`src/rtl/hash_enc_pkg.sv`:
```
// Shared definitions for the hash-encoding pipeline: feature/index widths,
// corner count, default table depth and the feature-fetch state encoding.
package hash_enc_pkg;

  localparam int HALF_SIZE   = 16;
  localparam int DATA_SIZE   = 32;
  localparam int NUM_CORNERS = 8;
  localparam int TABLE_SIZE  = 4096;

  typedef enum logic [1:0] {
    IDLE,
    ISSUE,
    DRAIN,
    DONE
  } fetch_state_t;

endpackage

```
`src/rtl/hash_feat_fetch.sv`:
```
// Feature fetch stage: takes one group of eight per-corner hash indices,
// reads the matching words from a synchronous-read hash-table SRAM one per
// cycle, and hands the complete group of eight feature words downstream.
module hash_feat_fetch #(
  parameter  int DATA_SIZE   = hash_enc_pkg::DATA_SIZE,
  parameter  int FEAT_SIZE   = 2 * hash_enc_pkg::HALF_SIZE,
  parameter  int TABLE_SIZE  = hash_enc_pkg::TABLE_SIZE,
  localparam int ADDR_W      = $clog2(TABLE_SIZE),
  localparam int NUM_CORNERS = hash_enc_pkg::NUM_CORNERS
) (
  input  logic                 clk,
  input  logic                 rst_n,
  input  logic                 in_valid,
  output logic                 in_ready,
  input  logic [DATA_SIZE-1:0] hash_idx [NUM_CORNERS],
  output logic                 mem_req,
  output logic [ADDR_W-1:0]    mem_addr,
  input  logic [FEAT_SIZE-1:0] mem_rdata,
  output logic                 out_valid,
  input  logic                 out_ready,
  output logic [FEAT_SIZE-1:0] feat [NUM_CORNERS],
  output logic                 busy
);

  import hash_enc_pkg::*;

  localparam int CNT_W = $clog2(NUM_CORNERS);
  localparam logic [CNT_W-1:0] LAST_CNT = CNT_W'(NUM_CORNERS - 1);

  // Masking by bit-slice only equals "modulo TABLE_SIZE" for powers of two.
  if ((TABLE_SIZE & (TABLE_SIZE - 1)) != 0) begin : g_bad_table_size
    $error("hash_feat_fetch: TABLE_SIZE must be a power of two");
  end

  fetch_state_t      state_q, state_d;
  logic [CNT_W-1:0]  issue_cnt_q;
  logic [CNT_W-1:0]  cap_cnt_q;
  logic              cap_vld_q;
  logic [ADDR_W-1:0] idx_q [NUM_CORNERS];
  logic              unused_idx_hi;

  // Index bits above the table address are intentionally discarded.
  always_comb begin
    unused_idx_hi = 1'b0;
    for (int i = 0; i < NUM_CORNERS; i++) begin
      unused_idx_hi = unused_idx_hi ^ (^hash_idx[i][DATA_SIZE-1:ADDR_W]);
    end
  end

  // Next-state and output decode; every output is a function of state only,
  // so out_valid and in_ready never see a combinational path from the inputs.
  // NOTE: every always_comb output gets a default first so no path infers a latch.
  always_comb begin
    state_d   = state_q;
    in_ready  = 1'b0;
    mem_req   = 1'b0;
    mem_addr  = '0;
    out_valid = 1'b0;
    busy      = (state_q != IDLE);
    unique case (state_q)
      IDLE: begin
        in_ready = 1'b1;
        if (in_valid) state_d = ISSUE;
      end
      ISSUE: begin
        mem_req  = 1'b1;
        mem_addr = idx_q[issue_cnt_q];
        if (issue_cnt_q == LAST_CNT) state_d = DRAIN;
      end
      DRAIN: begin
        state_d = DONE;
      end
      DONE: begin
        out_valid = 1'b1;
        if (out_ready) state_d = IDLE;
      end
      default: state_d = IDLE;
    endcase
  end

  // State register plus issue counter and the read-return tracker.
  // NOTE: sequential state uses non-blocking assignments so every flop samples pre-edge values.
  always_ff @(posedge clk or negedge rst_n) begin
    if (!rst_n) begin
      state_q     <= IDLE;
      issue_cnt_q <= '0;
      cap_vld_q   <= 1'b0;
    end else begin
      state_q   <= state_d;
      // Synchronous-read SRAM: data for a request appears one cycle later.
      cap_vld_q <= mem_req;
      if (state_q == ISSUE) begin
        issue_cnt_q <= (issue_cnt_q == LAST_CNT) ? '0 : issue_cnt_q + 1'b1;
      end
    end
  end

  // Latch the masked corner indices when a group is accepted.
  // NOTE: these small register banks are reset because their reset value is observable; real SRAM arrays are not reset.
  always_ff @(posedge clk or negedge rst_n) begin
    if (!rst_n) begin
      for (int i = 0; i < NUM_CORNERS; i++) idx_q[i] <= '0;
    end else if (state_q == IDLE && in_valid) begin
      for (int i = 0; i < NUM_CORNERS; i++) idx_q[i] <= hash_idx[i][ADDR_W-1:0];
    end
  end

  // Capture returning SRAM words in corner order; feat holds until overwritten.
  always_ff @(posedge clk or negedge rst_n) begin
    if (!rst_n) begin
      cap_cnt_q <= '0;
      for (int i = 0; i < NUM_CORNERS; i++) feat[i] <= '0;
    end else if (cap_vld_q) begin
      feat[cap_cnt_q] <= mem_rdata;
      cap_cnt_q       <= (cap_cnt_q == LAST_CNT) ? '0 : cap_cnt_q + 1'b1;
    end
  end

endmodule

```
`config.mk`:
```
export PLATFORM = sky130hd
export DESIGN_NAME = hash_feat_fetch
export DESIGN_NICKNAME = d
export VERILOG_FILES = /design/src/rtl/hash_enc_pkg.sv /design/src/rtl/hash_feat_fetch.sv
export SDC_FILE = /design/constraint.sdc
export NUM_CORES = 1
export LEC_CHECK = 0
export ABC_AREA = 1
export ABC_CLOCK_PERIOD_IN_PS = 2900
export CORE_AREA = 5 5 215 217
export CTS_CLUSTER_DIAMETER = 40
export DETAILED_ROUTE_END_ITERATION = 6
export DIE_AREA = 0 0 220 222
export PLACE_DENSITY = 0.63
export SETUP_SLACK_MARGIN = 0.2
export SLEW_MARGIN = 25
export SYNTH_ARGS = -nofsm -noshare
export SYNTH_HDL_FRONTEND = slang
export SYNTH_SLANG_ARGS = --single-unit
export TNS_END_PERCENT = 20
```
`constraint.sdc`:
```
create_clock -name clk -period 2.9 [get_ports clk]
set_clock_uncertainty 0.2 [all_clocks]
set_input_delay 0.435 -clock clk [delete_from_list [all_inputs] [get_ports clk]]
set_output_delay 0.435 -clock clk [all_outputs]
set_load 0.1 [all_outputs]
```
* Word level (Yosys, flattened, before mapping)
Cells that the tools add are included.
Storage, ports and cells: flip-flop bits (word level) 361, input bits 292, word-level logic and storage cells 56, output and inout bits 272
Cells by class: mux-type cells 16, bitwise logic cells 2, reduce and logical (&&, ||, !) cells 5, equal/unequal tests 8, $add $sub $neg 2, $lt $le $gt $ge 3
Operator list (number):
- $bwmux W256 | 1
- $demux W32 S3 | 1
- $bmux W12 S3 | 1
- $mux W12 | 3
- $mux W32 | 1
- $ge A4 B4 Y1 const B | 2
- $not A3 Y4 | 2
- $pmux W2 S4 | 1
- $add A3 B1 Y3 const B | 2
- $eq A3 B3 Y1 const B | 2
- $mux W2 | 3
- $mux W3 | 2
- $ne A2 B2 Y1 const B | 3
- $eq A2 B2 Y1 const B | 2
- $lt A4 B1 Y1 const B | 1
- $mux W1 | 3
- $reduce_and A3 Y1 | 1
- $eq A2 B1 Y1 const B | 1
- $logic_and A1 B1 Y1 | 2
- $logic_not A2 Y1 | 1
- $reduce_bool A2 Y1 | 1

* Logic depth before layout (Yosys ltp)
Gate-level depths: netlist of run 1.
word-level depth 6, gate-level depth with buffers 9, mapped depth without buffers 7

* Worst setup path after synthesis of run 1
No wires, ideal clock.
path kind register to output, start reg state_q[1], end out mem_addr[10], data arrival time 3.025 ns, slack -0.760 ns, stages on the path, launching flop included 6, data required time 2.265 ns, path buffers 1, path through dfrtp_1 -> inv_1 -> ha_1 -> clkbuf_1 -> nand2_1 -> nor2_1
On the way: word-level cells in the longest chain between the ends 2
RTL lines:
- start: declaration | RTL line hash_feat_fetch.sv:35 | fetch_state_t state_q, state_d;
- start signal: assignment | RTL line hash_feat_fetch.sv:89 | state_q <= state_d;
- $eq A2 B1 Y1 | RTL line hash_feat_fetch.sv:60 | unique case (state_q)
- $mux W12 | RTL line hash_feat_fetch.sv:60
- end: declaration | RTL line hash_feat_fetch.sv:17 | output logic [ADDR_W-1:0] mem_addr,
No other way between the ends.

* Final worst setup path of run 1
start reg issue_cnt_q[0], end out mem_addr[4]
On the way: word-level cells in the longest chain between the ends 5
RTL lines:
- start: declaration | RTL line hash_feat_fetch.sv:36 | logic [CNT_W-1:0] issue_cnt_q;
- start signal: assignment | RTL line hash_feat_fetch.sv:93 | issue_cnt_q <= (issue_cnt_q == LAST_CNT) ? '0 : issue_cnt_q + 1'b1;
- $not A3 Y4 (not written as such) | RTL line hash_feat_fetch.sv:67 | mem_addr = idx_q[issue_cnt_q];
- $bmux W12 S3 | RTL line hash_feat_fetch.sv:67
- $mux W12 (not written as such) (2 in a row) | RTL line hash_feat_fetch.sv:67
- $mux W12 | RTL line hash_feat_fetch.sv:60
No other way between the ends. The select of a mux whose other input is x is not followed.

==> results of run 1 <==
==> flip-flops by register name, summed over array words and instances (netlist names) <==
signal       cells
feat           256
idx_q           96
cap_cnt_q        3
issue_cnt_q      3
state_q          2
cap_vld_q        1
==> Yosys cell counts (all sizes together) <==
library cell    n  area (sq um)
or2             2          12.5
nor3            1          16.3
nand2         361          1370
o22ai           1          6.26
a21oi         128           746
dfrtp         361          9030
clkbuf         62           243
nor2          160           608
buf            27           164
inv           141           529
ha              8           100
o21ai         229          1150
nand3          62           315
==> layer usage <==
metal  routed length (microns)  GRT usage (%)
met1                     19400           23.8
met4                      1050           4.91
met3                      4270           6.17
met2                     20600           27.6
met5                        12              0
==> per-stage QoR <==
step           area [sq um]  std cells
4_1_cts               20400       2575
3_3_place_gp          18500       2478
2_1_floorplan         14300       1543
6_report              20500       2578
5_1_grt               20500       2578
3_5_place_dp          18500       2478
==> worst reg2reg max path, cell delays in order (launching register included) <==
cell       delay [ps]
dfrtp_1           400
buf_4             180
clkbuf_16         200
ha_1              210
ha_1              170
or2_2             350
nand3_1           140
nand2_1            60
o21ai_0            90
==> logic make-up after synthesis <==
group           share of synthesized area [%]
compound gates                           13.3
flops                                    63.2
fa+ha+maj                               0.700
simple gates                             16.3
buf+inv                                  6.55
==> layout make-up <==
cell class / instances / area [sq um]
flip-flops and latches: 361 / 9030
clock buffers: 63 / 1380
fillers: 4165 / 23400
repair buffers: 440 / 4020
well taps: 592 / 741
inverters: 141 / 536
multi-input cells: 952 / 4450
clock inverters: 29 / 372
==> final timing paths <==
path / end / slack, ps / depth (start not counted)
max in group asynchronous: feat[116]$_DFFE_PN0P_ / 1420 / 4
worst max-delay path: mem_addr[4] / 160 / 8
min in group clk: idx_q[65]$_DFFE_PN0P_ / 220 / 3
worst min register to register: feat[189]$_DFFE_PN0P_ / 280 / 2
worst min-delay path: feat[225]$_DFFE_PN0P_ / 190 / 2
worst max register to register: state_q[0]$_DFFE_PN0P_ / 810 / 8
==> timing repair <==
action                                 in CTS  in global routing
gates cloned                                1                  3
endpoints found under the hold margin      75                  0
setup buffers                               3                  0
resized for setup                           9                 17
pin swaps                                   4                 13
setup endpoints to repair                  12                 12
hold buffers                                1                  0
==> metrics.md, run 1 <==
| Metric | Value |
|---|---|
| Max Root-Sink Buffers | `3` |
| Startpoint types | `flip-flop` |
| Max frequency | `0.365 GHz` |
| I/O Buffers | `403` |
| Critical Path RT | `2270 ps` |
| Utilization after layout | `46.7%` |
| DR vias | `12000` |
| Synth warnings | `0` |
| Io pins | `564` |
| Num CTS Buffers | `51` |
| CORE AREA | `43900 sq um` |
| Sink Count | `361` |
| Worst slew pin tran | `714 ps` |
| Commonest non-fill, non-tap cell in the layout | `dfrtp_1` |
| Status | `finished clean` |
| Initial Util | `32.5%` |
| CP top delay family | `simple AND/OR/NAND/NOR gates` |
| Critical path class | `flip-flop to primary output` |
| Worst-skew pair later-pin latency | `580 ps` |
| # rows | `77` |
| Layout cells sized above 1 | `23.5%` |
| Setup TNS | `0 ps` |
| Post-synthesis register bit count | `361` |
| Max Fanout on Critical Path | `26` |
| Mean Syn Cell Area | `9.26 sq um` |
| Crit path largest cell delay | `400 ps` |
| Most frequent cells in the layout | `dfrtp_1 (360), nand2_1 (347), buf_4 (280)` |
| Final Setup Violations | `0` |
| Routed wire length | `45400 microns` |
| Worst setup EP type | `primary output` |
| First-pass GRT wire length | `68700 microns` |
| Worst path cell trace | `buf_4, buf_16, nand2_1, nand3_1, nand3_2, nand2_1, nor2_4, buf_12` |
| Synth Cell Area | `14300 sq um` |
| Routability Congestion | `0.805` |
| Die X | `220 microns` |
| Synth unique cells | `22` |
| Final period demand of the worst path | `2740 ps` |
| Worst slack, placed | `603 ps` |
| Die footprint | `48800 sq um` |
| Final Hold Viols | `0` |
| CTS Root Cell | `clkbuf_16` |
| Final Max Tran Viols | `0` |
| Most used cell, CP | `nand2_1` |
| Largest net degree at the start of global routing | `134` |
| Diodes inserted | `0` |
| CTS tree | `built` |
| DRC | `0` |
| Cells after Synth | `1543` |
| Worst min-delay path category | `primary input to async pin` |
| Die height | `222 microns` |
| Vias in the first global route | `11600` |
| Max Cap Viol | `0` |
| Detail Route Antenna Nets | `0` |
| Critical R2R Launch | `issue_cnt_q[0]$_DFFE_PN0N_` |
| RSZ-0062 raised after global routing | `true` |
| Final hold slack | `192 ps` |
| Worst Setup SP | `issue_cnt_q[0]$_DFFE_PN0N_` |
| Initial DRC count | `1115` |
| Vias per inst | `4.65` |
| Final WS setup | `164 ps` |
| Final period util | `94.3%` |
| Post-synthesis sequential area ratio | `63.2%` |
| Pre-Repair DR Iteration Count | `5` |
| Total Routing Usage GR | `17.8%` |
| Synth-to-layout area growth | `43.7%` |
| Data arrival time of the critical path | `2100 ps` |
| Number of antenna violations at the first check in global routing | `2` |
| Mean routed wirelength per cell | `17.6 microns` |
| Hpwl dp | `31500 microns` |
| Relative max-transition margin | `52.2%` |
| CP Buf/Inv Count | `3` |
| Nets | `2247` |
| H-tree lvl count | `2` |
| Worst-path clk slew | `60 ps` |
| Total global routing overflow | `0` |
| Syn_nets | `1843` |
| CP max stage cell | `dfrtp_1` |
Power of run 1 is not shown: default switching activity piles up to over one toggle a cycle in this logic, so the estimate is an artifact.
==> run 2, diff against run 1 <==
--- a/config.mk
+++ b/config.mk
@@ -13,6 +13,7 @@
 export DIE_AREA = 0 0 220 222
 export PLACE_DENSITY = 0.63
 export SETUP_SLACK_MARGIN = 0.2
+export SKIP_CTS_REPAIR_TIMING = 1
 export SLEW_MARGIN = 25
 export SYNTH_ARGS = -nofsm -noshare
 export SYNTH_HDL_FRONTEND = slang
==> run 2 against run 1 <==
  * Register-to-register slack gained 90 ps
  * Critical path type unchanged
  * Maximum frequency down 0.51%
  * Core utilization barely moved
  * Critical path depth up 1
  * Largest cell class unchanged
  * Routed wire length increased by 0.41%
==> metrics.md, run 2 (synthesis gave the netlist of run 1 again) <==
| Metric | Value |
|---|---|
| Sink Count | `361 (unchanged)` |
| Critical R2R Launch | `cap_vld_q$_DFF_PN0_` |
| Crit path largest cell delay | `400 ps (about the same)` |
| Vias per inst | `4.65 (about the same)` |
| Initial DRC count | `1060 (-4.9%)` |
| Total Routing Usage GR | `17.7% (-0.11 points)` |
| Mean routed wirelength per cell | `17.7 microns (+0.37%)` |
| Worst-skew pair later-pin latency | `580 ps (about the same)` |
| Pre-Repair DR Iteration Count | `5 (unchanged)` |
| Largest net degree at the start of global routing | `134 (unchanged)` |
| Diodes inserted | `0 (unchanged)` |
| Max frequency | `0.364 GHz (-0.51%)` |
| Synth-to-layout area growth | `43.8% (about the same)` |
| Max Fanout on Critical Path | `8 (-69%)` |
| DRC | `0 (unchanged)` |
| Num CTS Buffers | `51 (unchanged)` |
| Max Cap Viol | `0 (unchanged)` |
| Max Root-Sink Buffers | `3 (unchanged)` |
| Worst Setup SP | `issue_cnt_q[0]$_DFFE_PN0N_` |
| Die X | `220 microns (unchanged)` |
| DP Area | `18500 sq um (unchanged)` |
| Worst path cell trace | `clkinvlp_4, buf_12, clkbuf_16, nand2_1, nand3_2, nand2_2, nor2_1, nor2_4, buf_12` |
| Detail Route Antenna Nets | `0 (unchanged)` |
| Total global routing overflow | `0 (unchanged)` |
| Die footprint | `48800 sq um (unchanged)` |
| Routability Congestion | `0.805 (unchanged)` |
| Final Setup Violations | `0 (unchanged)` |
| Relative max-transition margin | `51.9% (-0.29 points)` |
| Vias in the first global route | `11600 (-0.12%)` |
| Commonest non-fill, non-tap cell in the layout | `dfrtp_1` |
| Worst slack, placed | `603 ps (unchanged)` |
| Worst min-delay path category | `primary input to async pin` |
| Final period demand of the worst path | `2750 ps (+14.1 ps)` |
| Number of antenna violations at the first check in global routing | `2 (unchanged)` |
| Most used cell, CP | `buf_12` |
| Nets | `2248 (+0.045%)` |
| Setup TNS | `0 ps (unchanged)` |
| Critical Path RT | `2270 ps (about the same)` |
| Startpoint types | `flip-flop` |
| Final WS setup | `150 ps (-14.1 ps)` |
| # rows | `77 (unchanged)` |
| Final Hold Viols | `0 (unchanged)` |
| CTS Root Cell | `clkbuf_16` |
| Final period util | `94.8% (+0.49 points)` |
| Worst slew pin tran | `718 ps (+4.35 ps)` |
| RSZ-0062 raised after global routing | `true` |
| Largest reg by FF count | `feat` |
| DR vias | `12000 (-0.017%)` |
| Data arrival time of the critical path | `2120 ps (+20 ps)` |
| Die height | `222 microns (unchanged)` |
| CORE AREA | `43900 sq um (unchanged)` |
| Final Max Tran Viols | `0 (unchanged)` |
| Routed wire length | `45600 microns (+0.41%)` |
| Layout cells sized above 1 | `23.7% (+0.14 points)` |
| Top flop regs | `feat: 256 flops, idx_q: 96 flops` |
| CTS tree | `built` |
| Status | `finished clean` |
| Final instance area | `20500 sq um (about the same)` |
| Most frequent cells in the layout | `dfrtp_1 (359), nand2_1 (345), buf_4 (277)` |
| First-pass GRT wire length | `68300 microns (-0.49%)` |
| Worst setup EP type | `primary output` |
| Hpwl dp | `31500 microns (unchanged)` |
| Critical path class | `flip-flop to primary output` |
| Final hold slack | `188 ps (-4.28 ps)` |
| I/O Buffers | `403 (unchanged)` |
| H-tree lvl count | `2 (unchanged)` |
| Worst-path clk slew | `60 ps (about the same)` |
| Io pins | `564 (unchanged)` |
| CP max stage cell | `dfrtp_2` |
| Max reg flops | `256 (unchanged)` |
| Initial Util | `32.5% (unchanged)` |
[run 2: metal layers]
layer / vias up / share of wire [%] / GRT usage [%]
met4: 2 / 2.3 / 4.91
met3: 73 / 9.6 / 6.25
met1: 5713 / 42 / 23.5
li1: 5726 / - / -
met2: 468 / 46 / 27.5
met5: - / 0.026 / 0
[run 2: area by class of cell]
cell class | instances | area (sq um)
sequential | 361 | 9040
fill | 4165 | 23400
multi-input combinational | 952 | 4460
clock inverter | 29 | 372
inverter | 141 | 536
timing repair buffer | 441 | 4020
tap | 592 | 741
clock buffer | 63 | 1380
[run 2: path summary, 6_finish.rpt]
check	to	slack, ps	depth (start not counted)
hold / removal	feat[225]$_DFFE_PN0P_	190	2
hold reg to reg	feat[189]$_DFFE_PN0P_	280	2
setup reg to reg	feat[229]$_DFFE_PN0P_	900	6
setup / recovery	mem_addr[3]	150	9
min in group clk	idx_q[65]$_DFFE_PN0P_	220	3
max in group asynchronous	feat[116]$_DFFE_PN0P_	1440	4
[run 2: critical path, delay by kind of cell (launching register included)]
family	cells	cell delay, ps
buf+inv	4	640
flops	1	400
simple gates	5	490
[run 2: stage by stage]
stage,std cells,utilization [%]
floorplan,1543,-
global placement,2478,42.2
detailed placement,2478,42.2
CTS,2570,46.2
global route,2579,46.8
finish,2579,46.8
Power of run 2 is left out for the same reason.
